**src/rtl/apb_master_bridge.sv**
```systemverilog
// APB4 master: valid/ready command -> decoded APB transfer -> valid/ready response; 3 cycles accept-to-rsp_valid at zero wait states.
// Backpressure: cmd_ready only in IDLE, response held until rsp_ready; `define APB_TIMEOUT_EN aborts after TO_CYC wait states.
module apb_master_bridge #(
  parameter int ADR_W   = 32,
  parameter int DAT_W   = 32,
  parameter int NUM_SLV = 4,
  parameter int SLV_AW  = 12,
  parameter int TO_CYC  = 16
) (
  input  logic                       PCLK,
  input  logic                       PRESET,
  input  logic                       cmd_valid,
  output logic                       cmd_ready,
  input  logic                       cmd_write,
  input  logic [ADR_W-1:0]           cmd_addr,
  input  logic [DAT_W-1:0]           cmd_wdata,
  input  logic [DAT_W/8-1:0]         cmd_strb,
  output logic                       rsp_valid,
  input  logic                       rsp_ready,
  output logic [DAT_W-1:0]           rsp_rdata,
  output logic                       rsp_err,
  output logic [ADR_W-1:0]           PADDR,
  output logic [NUM_SLV-1:0]         PSEL,
  output logic                       PENABLE,
  output logic                       PWRITE,
  output logic [DAT_W-1:0]           PWDATA,
  output logic [DAT_W/8-1:0]         PSTRB,
  input  logic [NUM_SLV-1:0]         PREADY,
  input  logic [NUM_SLV*DAT_W-1:0]   PRDATA,
  input  logic [NUM_SLV-1:0]         PSLVERR
);

  localparam int SEL_W = (NUM_SLV > 1) ? $clog2(NUM_SLV) : 1;

  localparam logic [1:0] S_IDLE   = 2'd0;
  localparam logic [1:0] S_SETUP  = 2'd1;
  localparam logic [1:0] S_ACCESS = 2'd2;
  localparam logic [1:0] S_RESP   = 2'd3;

  generate
    if (ADR_W < SLV_AW + SEL_W || DAT_W % 8 != 0 || NUM_SLV < 1 || NUM_SLV > 16 || TO_CYC < 1) begin : g_bad_cfg
      $error("apb_master_bridge: illegal parameter combination");
    end
  endgenerate

  logic [1:0]           r_state;
  logic [SEL_W-1:0]     r_idx;
  logic                 r_cmd_ready;
  logic                 r_rsp_valid;
  logic                 r_rsp_err;
  logic [DAT_W-1:0]     r_rsp_rdata;
  logic [ADR_W-1:0]     r_paddr;
  logic [NUM_SLV-1:0]   r_psel;
  logic                 r_penable;
  logic                 r_pwrite;
  logic [DAT_W-1:0]     r_pwdata;
  logic [DAT_W/8-1:0]   r_pstrb;

  logic [SEL_W-1:0]     w_idx;
  logic [ADR_W-1:0]     w_upper;
  logic                 w_hit;
  logic                 w_pready;
  logic                 w_pslverr;
  logic [DAT_W-1:0]     w_prdata;
  logic                 w_timeout;

  assign w_idx     = cmd_addr[SLV_AW +: SEL_W];
  assign w_upper   = cmd_addr >> (SLV_AW + SEL_W);
  assign w_hit     = (w_upper == '0) && (32'(w_idx) < NUM_SLV);
  // Only the latched slave's handshake signals are ever looked at.
  assign w_pready  = PREADY[r_idx];
  assign w_pslverr = PSLVERR[r_idx];
  assign w_prdata  = PRDATA[r_idx*DAT_W +: DAT_W];

`ifdef APB_TIMEOUT_EN
  localparam int CNT_W = $clog2(TO_CYC + 1);
  logic [CNT_W-1:0] r_wait_cnt;

  // The TO_CYC-th consecutive wait cycle aborts; PREADY in that cycle still wins.
  assign w_timeout = (r_wait_cnt == CNT_W'(TO_CYC - 1));

  always_ff @(posedge PCLK or posedge PRESET) begin
    if (PRESET) begin
      r_wait_cnt <= '0;
    end else if (r_state == S_SETUP) begin
      r_wait_cnt <= '0;
    end else if (r_state == S_ACCESS && !w_pready) begin
      r_wait_cnt <= r_wait_cnt + 1'b1;
    end
  end
`else
  assign w_timeout = 1'b0;
`endif

  always_ff @(posedge PCLK or posedge PRESET) begin
    if (PRESET) begin
      r_state     <= S_IDLE;
      r_idx       <= '0;
      r_cmd_ready <= 1'b0;
      r_rsp_valid <= 1'b0;
      r_rsp_err   <= 1'b0;
      r_rsp_rdata <= '0;
      r_paddr     <= '0;
      r_psel      <= '0;
      r_penable   <= 1'b0;
      r_pwrite    <= 1'b0;
      r_pwdata    <= '0;
      r_pstrb     <= '0;
    end else begin
      case (r_state)
        S_IDLE: begin
          r_cmd_ready <= 1'b1;
          if (cmd_valid && r_cmd_ready) begin
            r_cmd_ready <= 1'b0;
            r_idx       <= w_idx;
            r_paddr     <= cmd_addr;
            r_pwrite    <= cmd_write;
            r_pwdata    <= cmd_wdata;
            r_pstrb     <= cmd_write ? cmd_strb : '0;
            if (w_hit) begin
              r_psel  <= NUM_SLV'(1) << w_idx;
              r_state <= S_SETUP;
            end else begin
              r_rsp_valid <= 1'b1;
              r_rsp_err   <= 1'b1;
              r_rsp_rdata <= '0;
              r_state     <= S_RESP;
            end
          end
        end
        S_SETUP: begin
          r_penable <= 1'b1;
          r_state   <= S_ACCESS;
        end
        S_ACCESS: begin
          if (w_pready) begin
            r_psel      <= '0;
            r_penable   <= 1'b0;
            r_rsp_valid <= 1'b1;
            r_rsp_err   <= w_pslverr;
            r_rsp_rdata <= r_pwrite ? '0 : w_prdata;
            r_state     <= S_RESP;
          end else if (w_timeout) begin
            r_psel      <= '0;
            r_penable   <= 1'b0;
            r_rsp_valid <= 1'b1;
            r_rsp_err   <= 1'b1;
            r_rsp_rdata <= '0;
            r_state     <= S_RESP;
          end
        end
        S_RESP: begin
          if (rsp_ready) begin
            r_rsp_valid <= 1'b0;
            r_cmd_ready <= 1'b1;
            r_state     <= S_IDLE;
          end
        end
        default: r_state <= S_IDLE;
      endcase
    end
  end

  assign cmd_ready = r_cmd_ready;
  assign rsp_valid = r_rsp_valid;
  assign rsp_err   = r_rsp_err;
  assign rsp_rdata = r_rsp_rdata;
  assign PADDR     = r_paddr;
  assign PSEL      = r_psel;
  assign PENABLE   = r_penable;
  assign PWRITE    = r_pwrite;
  assign PWDATA    = r_pwdata;
  assign PSTRB     = r_pstrb;

endmodule

```
**config.mk**
```make
export PLATFORM = sky130hd
export DESIGN_NAME = apb_master_bridge
export DESIGN_NICKNAME = d
export VERILOG_FILES = /design/src/rtl/apb_master_bridge.sv
export SDC_FILE = /design/constraint.sdc
export NUM_CORES = 1
export LEC_CHECK = 0
export CAP_MARGIN = 25
export CORE_AREA = 2 2 124 126
export CTS_CLUSTER_SIZE = 12
export DETAILED_ROUTE_END_ITERATION = 7
export DIE_AREA = 0 0 126 128
export GPL_TIMING_DRIVEN = 0
export PLACE_DENSITY = 0.77
export SLEW_MARGIN = 30
export SYNTH_ARGS = -nofsm -noshare
export SYNTH_HDL_FRONTEND = slang
export SYNTH_SLANG_ARGS = --single-unit
```
**constraint.sdc**
```tcl
create_clock -name PCLK -period 4.47 [get_ports PCLK]
set_clock_uncertainty 0.1 [all_clocks]
set_input_delay 0.6705 -clock PCLK [delete_from_list [all_inputs] [get_ports PCLK]]
set_output_delay 0.6705 -clock PCLK [all_outputs]
set_load 0.005 [all_outputs]
```
======== Word-level counts from Yosys, hierarchy flattened ========
Cells that the tools add are included.
storage, ports and cells
  bits in registers ....................... 113
  output and inout port bits .............. 109
operators by class
  equality and inequality tests ........... 8
  reduce and logical (&&, ||, !) cells .... 14
  shift operators ......................... 2
  magnitude comparators ................... 1
  mux-type cells .......................... 31
operators with widths
  operator               number
  $mux W32               4
  $shiftx A128 B8 Y32    1
  $pmux W32 S2           1
  $logic_not A32 Y1      1
  $mux W4                4
  $mux W1                10
  $ne A2 B2 Y1 const B   5
  $mux W2                4
  $pmux W2 S4            1
  $pmux W4 S2            1
  $reduce_and A4 Y1      2
  $pmux W1 S2            3
  $reduce_and A2 Y1      3
  $reduce_bool A2 Y1     3
  $reduce_and A5 Y1      1
  $bmux W1 S2            2
  $eq A2 B2 Y1 const B   2
  $shl A1 B2 Y4 const A  1
  $lt A2 B3 Y1 const B   1
  $pmux W1 S3            1
  $reduce_and A3 Y1      1
  $reduce_bool A3 Y1     1
  $eq A2 B1 Y1 const B   1
  $logic_not A2 Y1       1
  $logic_and A1 B1 Y1    1

======== Longest topological paths before layout ========
Gate-level depths: netlist of run 1.
  word-level depth ........................ 4
  mapped depth ............................ 9

======== Least setup slack after synthesis of run 1 ========
Ideal clock, no wire load.
  kind .................................... input-to-reg
  from .................................... input PREADY[3]
  to ...................................... register r_psel[0] (netlist: PSEL[0])
  required time ........................... 4245 ps
  stages on the path ...................... 4
  setup slack ............................. 2408 ps
  library setup time ...................... 125 ps
  data arrival time ....................... 1838 ps
  cells stage by stage .................... mux4_2 -> o211a_1 -> nand2_1 -> mux2_2
on the way
  word-level cells in the longest chain between the ends .. 4
ends and longest elaborated chain
  element                        line  text
  from (decl)                    28    input logic [NUM_SLV-1:0] PREADY,
  $bmux W1 S2                    71    assign w_pready = PREADY[r_idx];
  $mux W1 (not written as such)  71
  $ne A2 B2 Y1 (no line)         --
  $reduce_and A4 Y1 (no line)    --
  to (signal assigned)           121   r_psel <= NUM_SLV'(1) << w_idx;
  to (decl)                      53    logic [NUM_SLV-1:0] r_psel;
Every way passes these cells. The select of a mux whose other input is x is not followed.
A chain may end at the register's enable or synchronous reset.

======== Worst setup path after layout of run 1 ========
  from .................................... register r_state[0]
  to ...................................... register r_paddr[4] (netlist: PADDR[4])
on the way
  word-level cells in the longest chain between the ends .. 2
ends and longest elaborated chain
  element                      line  text
  from (decl)                  46    logic [1:0] r_state;
  from (signal assigned)       97    r_state <= S_IDLE;
  from (signal assigned)       122   r_state <= S_SETUP;
  from (signal assigned)       127   r_state <= S_RESP;
  $logic_not A2 Y1             110   case (r_state)
  $reduce_and A2 Y1 (no line)  --
  to (signal assigned)         116   r_paddr <= cmd_addr;
  to (decl)                    52    logic [ADR_W-1:0] r_paddr;
Every way passes these cells.

==> metrics.csv, run 1 <==
metric,value,unit
critPathMostFrequentCell,clkbuf_1,
crit_arrival,2700,ps
coreArea,0.0149,mm^2
root_buffer,clkbuf_16,
setup_viol,0,
outcome,"complete, no violations",
post-route-min-period,2560,ps
power_switching,1.79,mW
gp_congestion,0.810,
cts_hold_buf,0,
cp-end-kind,flop,
yosys.area.top_type,dfrtp_1,
crit_required,4620,ps
worst-path-buf-inv,3,
hold_viol_final,0,
fillers,1211,
synth_area_per_cell,13.2,um^2
nets,938,
yosysWarningCount,0,
synth_area,0.00522,mm^2
portBuffers,317,
layout_commonest_cell,clkdlybuf4s50_1,
start_util,35.1,%
critPathTopFamily,buffers and inverters,
power,5.62,mW
layout-drive-gt1-share,18.7,%
ys_dominant_reg_cell,dfrtp_1,
synth_cell_types,27,
numCtsBuffers,9,
antenna_found_initial,3,
wirelength,17300,um
place_area,0.00866,mm^2
num_io_pins,318,
yosysSeqAreaShare,53.2,%
path_max_fanout,10,
drc,0,
insertion_delay,360,ps
ys_async_sr_fraction,100,%
maxCapViolCount,0,
wire_per_inst,18.8,um
synth_edf_count,0,
p_sw_share,31.9,%
clkTransAtPathRegs,80,ps
grt_max_degree,70,
ant_nets,0,
track_usage,21.1,%
dpl.hpwl,14200,um
grt_pass1_vias,4834,
post-cts-setup-buffers,0,
p_comb_share,52.2,%
grt_pass1_wl,26200,um
fin_area,0.00900,mm^2
die_x,126,um
drv_slew,0,
worst_slew_pin_slew,670,ps
ff_latch_area,0.00278,mm^2
final_cell_mix,"317 x clkdlybuf4s50_1, 111 x dfrtp_1, 76 x nand2_1",
drtPass1Iterations,4,
htreeDepth,3,
p_leak,3.63,nW
timing.final.crit_share,57.2,%
syn_to_final_growth,72.3,%
crit_chain,inv_1 -> ha_1 -> nand3_1 -> clkbuf_1 -> clkbuf_1 -> mux2_2,
cts_buffer_depth,2,
rsz0062_at_grt,false,
p_per_area,624,mW/mm^2
ir_drop,0.000283,V
synth.net_count,609,
p_int,3.82,mW
worst-setup-path-type,reg2reg,
drtIter0Drc,182,
synth.area.top_cells,"dfrtp_1 53%, mux2_2 15%, mux4_2 15%",
seq_power_share,31.8,%
grt_overflow,0,
synth_cells,395,
synth_seq_cells,111,
multi_input_area,0.00228,mm^2
slew_headroom,55.3,%
die_h,128,um
min_path_type,reg2reg,
max_freq,391,MHz
p_clk_share,16.0,%
placementRows,45,
dr_total_vias,4478,
slowest_stage,clkbuf_1,
netlist.area_leader.share,53.2,%
clock_sinks,111,
cts_tree,yes,
cpPeakStageDelay,550,ps
viasPerCell,4.87,
start_kind,flop,
die_area,0.0161,mm^2
cts_resized,0,
worst reg2reg max path: cells and delay by family, from the launching register on:
kind,cells,cell delay (ps)
mux,1,410
flops,1,390
fa+ha+maj,1,270
buf+inv,3,1160
simple gates,1,130
cell type report:
type	count	area share, %
clock buffer	9	2.50
buffer	26	1.65
clock inverter	7	1.27
timing repair buffer	318	35.5
tap	188	2.61
antenna	2	0.0556
sequential	111	30.9
inverter	5	0.264
multi-input combinational	253	25.3
sequential cells by signal, summed over array words and instances (netlist names):
name,flops
PWDATA,32
rsp_rdata,32
PADDR,31
PSEL,4
PSTRB,4
r_state,2
PENABLE,1
PWRITE,1
cmd_ready,1
r_idx,1
rsp_err,1
rsp_valid,1
synthesized netlist by cell type, types with 2 or more instances:
| master | n |
|---|---|
| a211oi_1 | 2 |
| buf_2 | 3 |
| buf_6 | 6 |
| clkbuf_1 | 15 |
| clkbuf_2 | 2 |
| dfrtp_1 | 111 |
| ha_1 | 5 |
| inv_1 | 5 |
| mux2_2 | 70 |
| mux4_2 | 34 |
| nand2_1 | 76 |
| nand3_1 | 3 |
| nor2_1 | 5 |
| nor3_1 | 2 |
| nor3b_1 | 2 |
| nor4_1 | 4 |
| o21ai_0 | 35 |
| o21ai_1 | 6 |
cells by family (layout without fill, tap and decap cells):
| family | count (synthesis) | count (layout) | share of synthesized area, % |
|---|---|---|---|
| compound gates | 50 | 50 | 5.34 |
| fa+ha+maj | 5 | 5 | 1.20 |
| buf+inv | 31 | 365 | 3.21 |
| flops | 111 | 111 | 53.2 |
| mux | 104 | 104 | 29.8 |
| other cells | 0 | 2 | 0 |
| simple gates | 94 | 94 | 7.31 |
final timing paths:
| check | start | endpoint | slack (ps) | cells after the start |
|---|---|---|---|---|
| max in group asynchronous | PRESET | PADDR[19]$_DFFE_PP0P_ | 2930 | 3 |
| worst min register to register | rsp_rdata[12]$_DFFE_PP0P_ | rsp_rdata[12]$_DFFE_PP0P_ | 380 | 2 |
| worst max register to register | r_state[0]$_DFFE_PP0P_ | PADDR[4]$_DFFE_PP0P_ | 1910 | 6 |
| worst min-delay path | rsp_rdata[12]$_DFFE_PP0P_ | rsp_rdata[12]$_DFFE_PP0P_ | 380 | 2 |
| min in group asynchronous | PRESET | rsp_rdata[30]$_DFFE_PP0P_ | 690 | 2 |
| worst max-delay path | r_state[0]$_DFFE_PP0P_ | PADDR[4]$_DFFE_PP0P_ | 1910 | 6 |
per-stage QoR:
| step | worst slack (ps) | hold slack (ps) | util (%) | setup TNS [ps] | instances |
|---|---|---|---|---|---|
| after floorplan | 769 | 370 | - | 0 | 395 |
| after global placement | -735 | 364 | 58.1 | -80690 | 900 |
| after detailed placement | 1520 | 369 | 58.2 | 0 | 901 |
| after CTS | 1880 | 387 | 60.5 | 0 | 917 |
| after global routing | 1720 | 416 | 60.5 | 0 | 917 |
| final | 1910 | 383 | 60.5 | 0 | 919 |
power groups by stage:
stage,sequential (mW),combinational (mW),clock (mW)
after floorplan,1.82,1.36,0
after global placement,1.77,2.91,0
after detailed placement,1.81,2.97,0
after CTS,1.79,2.98,0.925
after global routing,1.85,3.17,0.965
final,1.79,2.93,0.901
per-layer routing:
metal	track usage (%)	vias to the layer above	part of all wire, %
met5	0	-	0.075
li1	-	2084	-
met4	5.17	2	1.6
met1	25.3	2167	39
met3	7.72	20	8.5
met2	36.4	205	51
Note: power is estimated with default switching activity, not from simulation.
==> run 2: changes to the inputs <==
==> constraint.sdc (replaced) <==
create_clock -name PCLK -period 2.7 [get_ports PCLK]
set_clock_uncertainty 0.1 [all_clocks]
set_input_delay 0.405 -clock PCLK [delete_from_list [all_inputs] [get_ports PCLK]]
set_output_delay 0.405 -clock PCLK [all_outputs]
set_load 0.005 [all_outputs]
==> metrics.csv, run 2 (synthesis results as in run 1) <==
metric,value,unit,change
antenna_found_initial,1,,was 3
insertion_delay,350,ps,was 360 ps
portBuffers,317,,unchanged
worst_slew_pin_slew,746,ps,was 670 ps
setup_viol,0,,unchanged
post-cts-setup-buffers,0,,unchanged
clkTransAtPathRegs,70,ps,was 80 ps
outcome,"complete, no violations",,unchanged
drv_slew,0,,unchanged
track_usage,21.0,%,was 21.1%
layout_commonest_cell,clkdlybuf4s50_1,,unchanged
use_met3,4.59,%,was 7.72%
r2r_cells,6,,unchanged
grt_pass1_vias,4942,,"was 4,834"
globalRouteMet2Util,37.6,%,was 36.4%
crit_arrival,2570,ps,was 2700 ps
worst-setup-path-type,reg2reg,,unchanged
min_path_type,in2async,,was reg2reg
drtIter0Drc,174,,was 182
slew_headroom,50.3,%,was 55.3%
ir_drop,0.000549,V,was 0.000283 V
die_x,126,um,unchanged
max_freq,410,MHz,was 391 MHz
num_io_pins,318,,unchanged
p_leak,3.64,nW,was 3.63 nW
use_met1,25.0,%,was 25.3%
layout-drive-gt1-share,19.0,%,was 18.7%
grt_pass1_wl,26200,um,about the same
path_max_fanout,10,,unchanged
cts_resized,0,,unchanged
cp-end-kind,flop,,unchanged
timing.final.crit_share,90.4,%,was 57.2%
die_h,128,um,unchanged
cts_buffer_depth,2,,unchanged
wirelength,17300,um,about the same
fin_area,0.00903,mm^2,was 0.00900 mm^2
place_area,0.00872,mm^2,was 0.00866 mm^2
post-route-min-period,2440,ps,was 2560 ps
root_buffer,clkbuf_16,,unchanged
fillers,1200,,"was 1,211"
die_area,0.0161,mm^2,unchanged
clock_sinks,111,,unchanged
ant_nets,0,,unchanged
dr_total_vias,4557,,"was 4,478"
grt_overflow,0,,unchanged
syn_to_final_growth,72.9,%,was 72.3%
maxCapViolCount,0,,unchanged
htreeDepth,3,,unchanged
dpl.hpwl,14300,um,"was 14,200 um"
start_kind,flop,,unchanged
whs,263,ps,was 383 ps
crit_required,2830,ps,was 4620 ps
rsz0062_at_grt,false,,unchanged
wire_per_inst,18.7,um,was 18.8 um
numCtsBuffers,9,,unchanged
hold_viol_final,0,,unchanged
start_util,35.1,%,unchanged
grt_max_degree,29,,was 70
nets,941,,was 938
cts_hold_buf,0,,unchanged
final_cell_mix,"317 x clkdlybuf4s50_1, 111 x dfrtp_1, 76 x nand2_1",,unchanged
drtPass1Iterations,4,,unchanged
cts_tree,yes,,unchanged
top_usage_layer,met2,,unchanged
viasPerCell,4.95,,was 4.87
coreArea,0.0149,mm^2,unchanged
p_per_area,1020,mW/mm^2,was 624 mW/mm^2
regToRegSetupSlack,260,ps,was 1910 ps
gp_congestion,0.850,,was 0.810
drc,0,,unchanged
placementRows,45,,unchanged
-- run 2: layout make-up --
type	instances	area [um^2]	area share (%)
tap	188	235	2.61
clock inverter	5	51.3	0.568
multi-input combinational	253	2280	25.2
clock buffer	11	253	2.80
antenna	1	2.50	0.0277
inverter	5	22.5	0.249
buffer	26	149	1.65
timing repair buffer	321	3260	36.1
sequential	111	2780	30.8
-- run 2: worst paths after layout --
kind,start,to
setup / recovery,r_state[0]$_DFFE_PP0P_,PWDATA[6]$_DFFE_PP0P_
hold / removal,PRESET,PWDATA[21]$_DFFE_PP0P_
setup reg to reg,r_state[0]$_DFFE_PP0P_,PWDATA[6]$_DFFE_PP0P_
hold reg to reg,rsp_rdata[14]$_DFFE_PP0P_,rsp_rdata[14]$_DFFE_PP0P_
max in group asynchronous,PRESET,PADDR[21]$_DFFE_PP0P_
min in group PCLK,rsp_rdata[14]$_DFFE_PP0P_,rsp_rdata[14]$_DFFE_PP0P_
-- run 2: metrics by stage --
step | power (mW) | setup WS [ps] | instances | TNS (ps) | utilization (%)
after global placement | 7.76 | -188 | 900 | -19970 | 58.1
final | 9.20 | 258 | 921 | 0 | 60.7
after CTS | 9.33 | 206 | 920 | 0 | 60.7
after detailed placement | 7.96 | 124 | 904 | 0 | 58.7
after global routing | 9.79 | 44.4 | 921 | 0 | 60.7
after floorplan | 5.26 | 694 | 395 | 0 | -
-- run 2: worst max-delay path: stages (launching register included) --
cell and delay [ps]:
dfrtp_1 380, inv_1 100, ha_1 270, nand3_1 120
clkbuf_1 450, clkbuf_1 500, mux2_2 400
-- run 2: report_power, final --
part	leakage [nW]	switching (mW)	internal [mW]
clock	0.149	0.638	0.696
sequential	1.39	0.461	2.50
combinational	2.11	1.90	3.00
total	3.64	3.00	6.20
-- run 2: layer usage --
layer	vias to the layer above	wire length, um	part of all wire (%)
met5	-	0	0
met3	23	1240	7.2
met1	2222	6740	39
li1	2088	-	-
met2	224	8950	52
met4	0	323	1.9
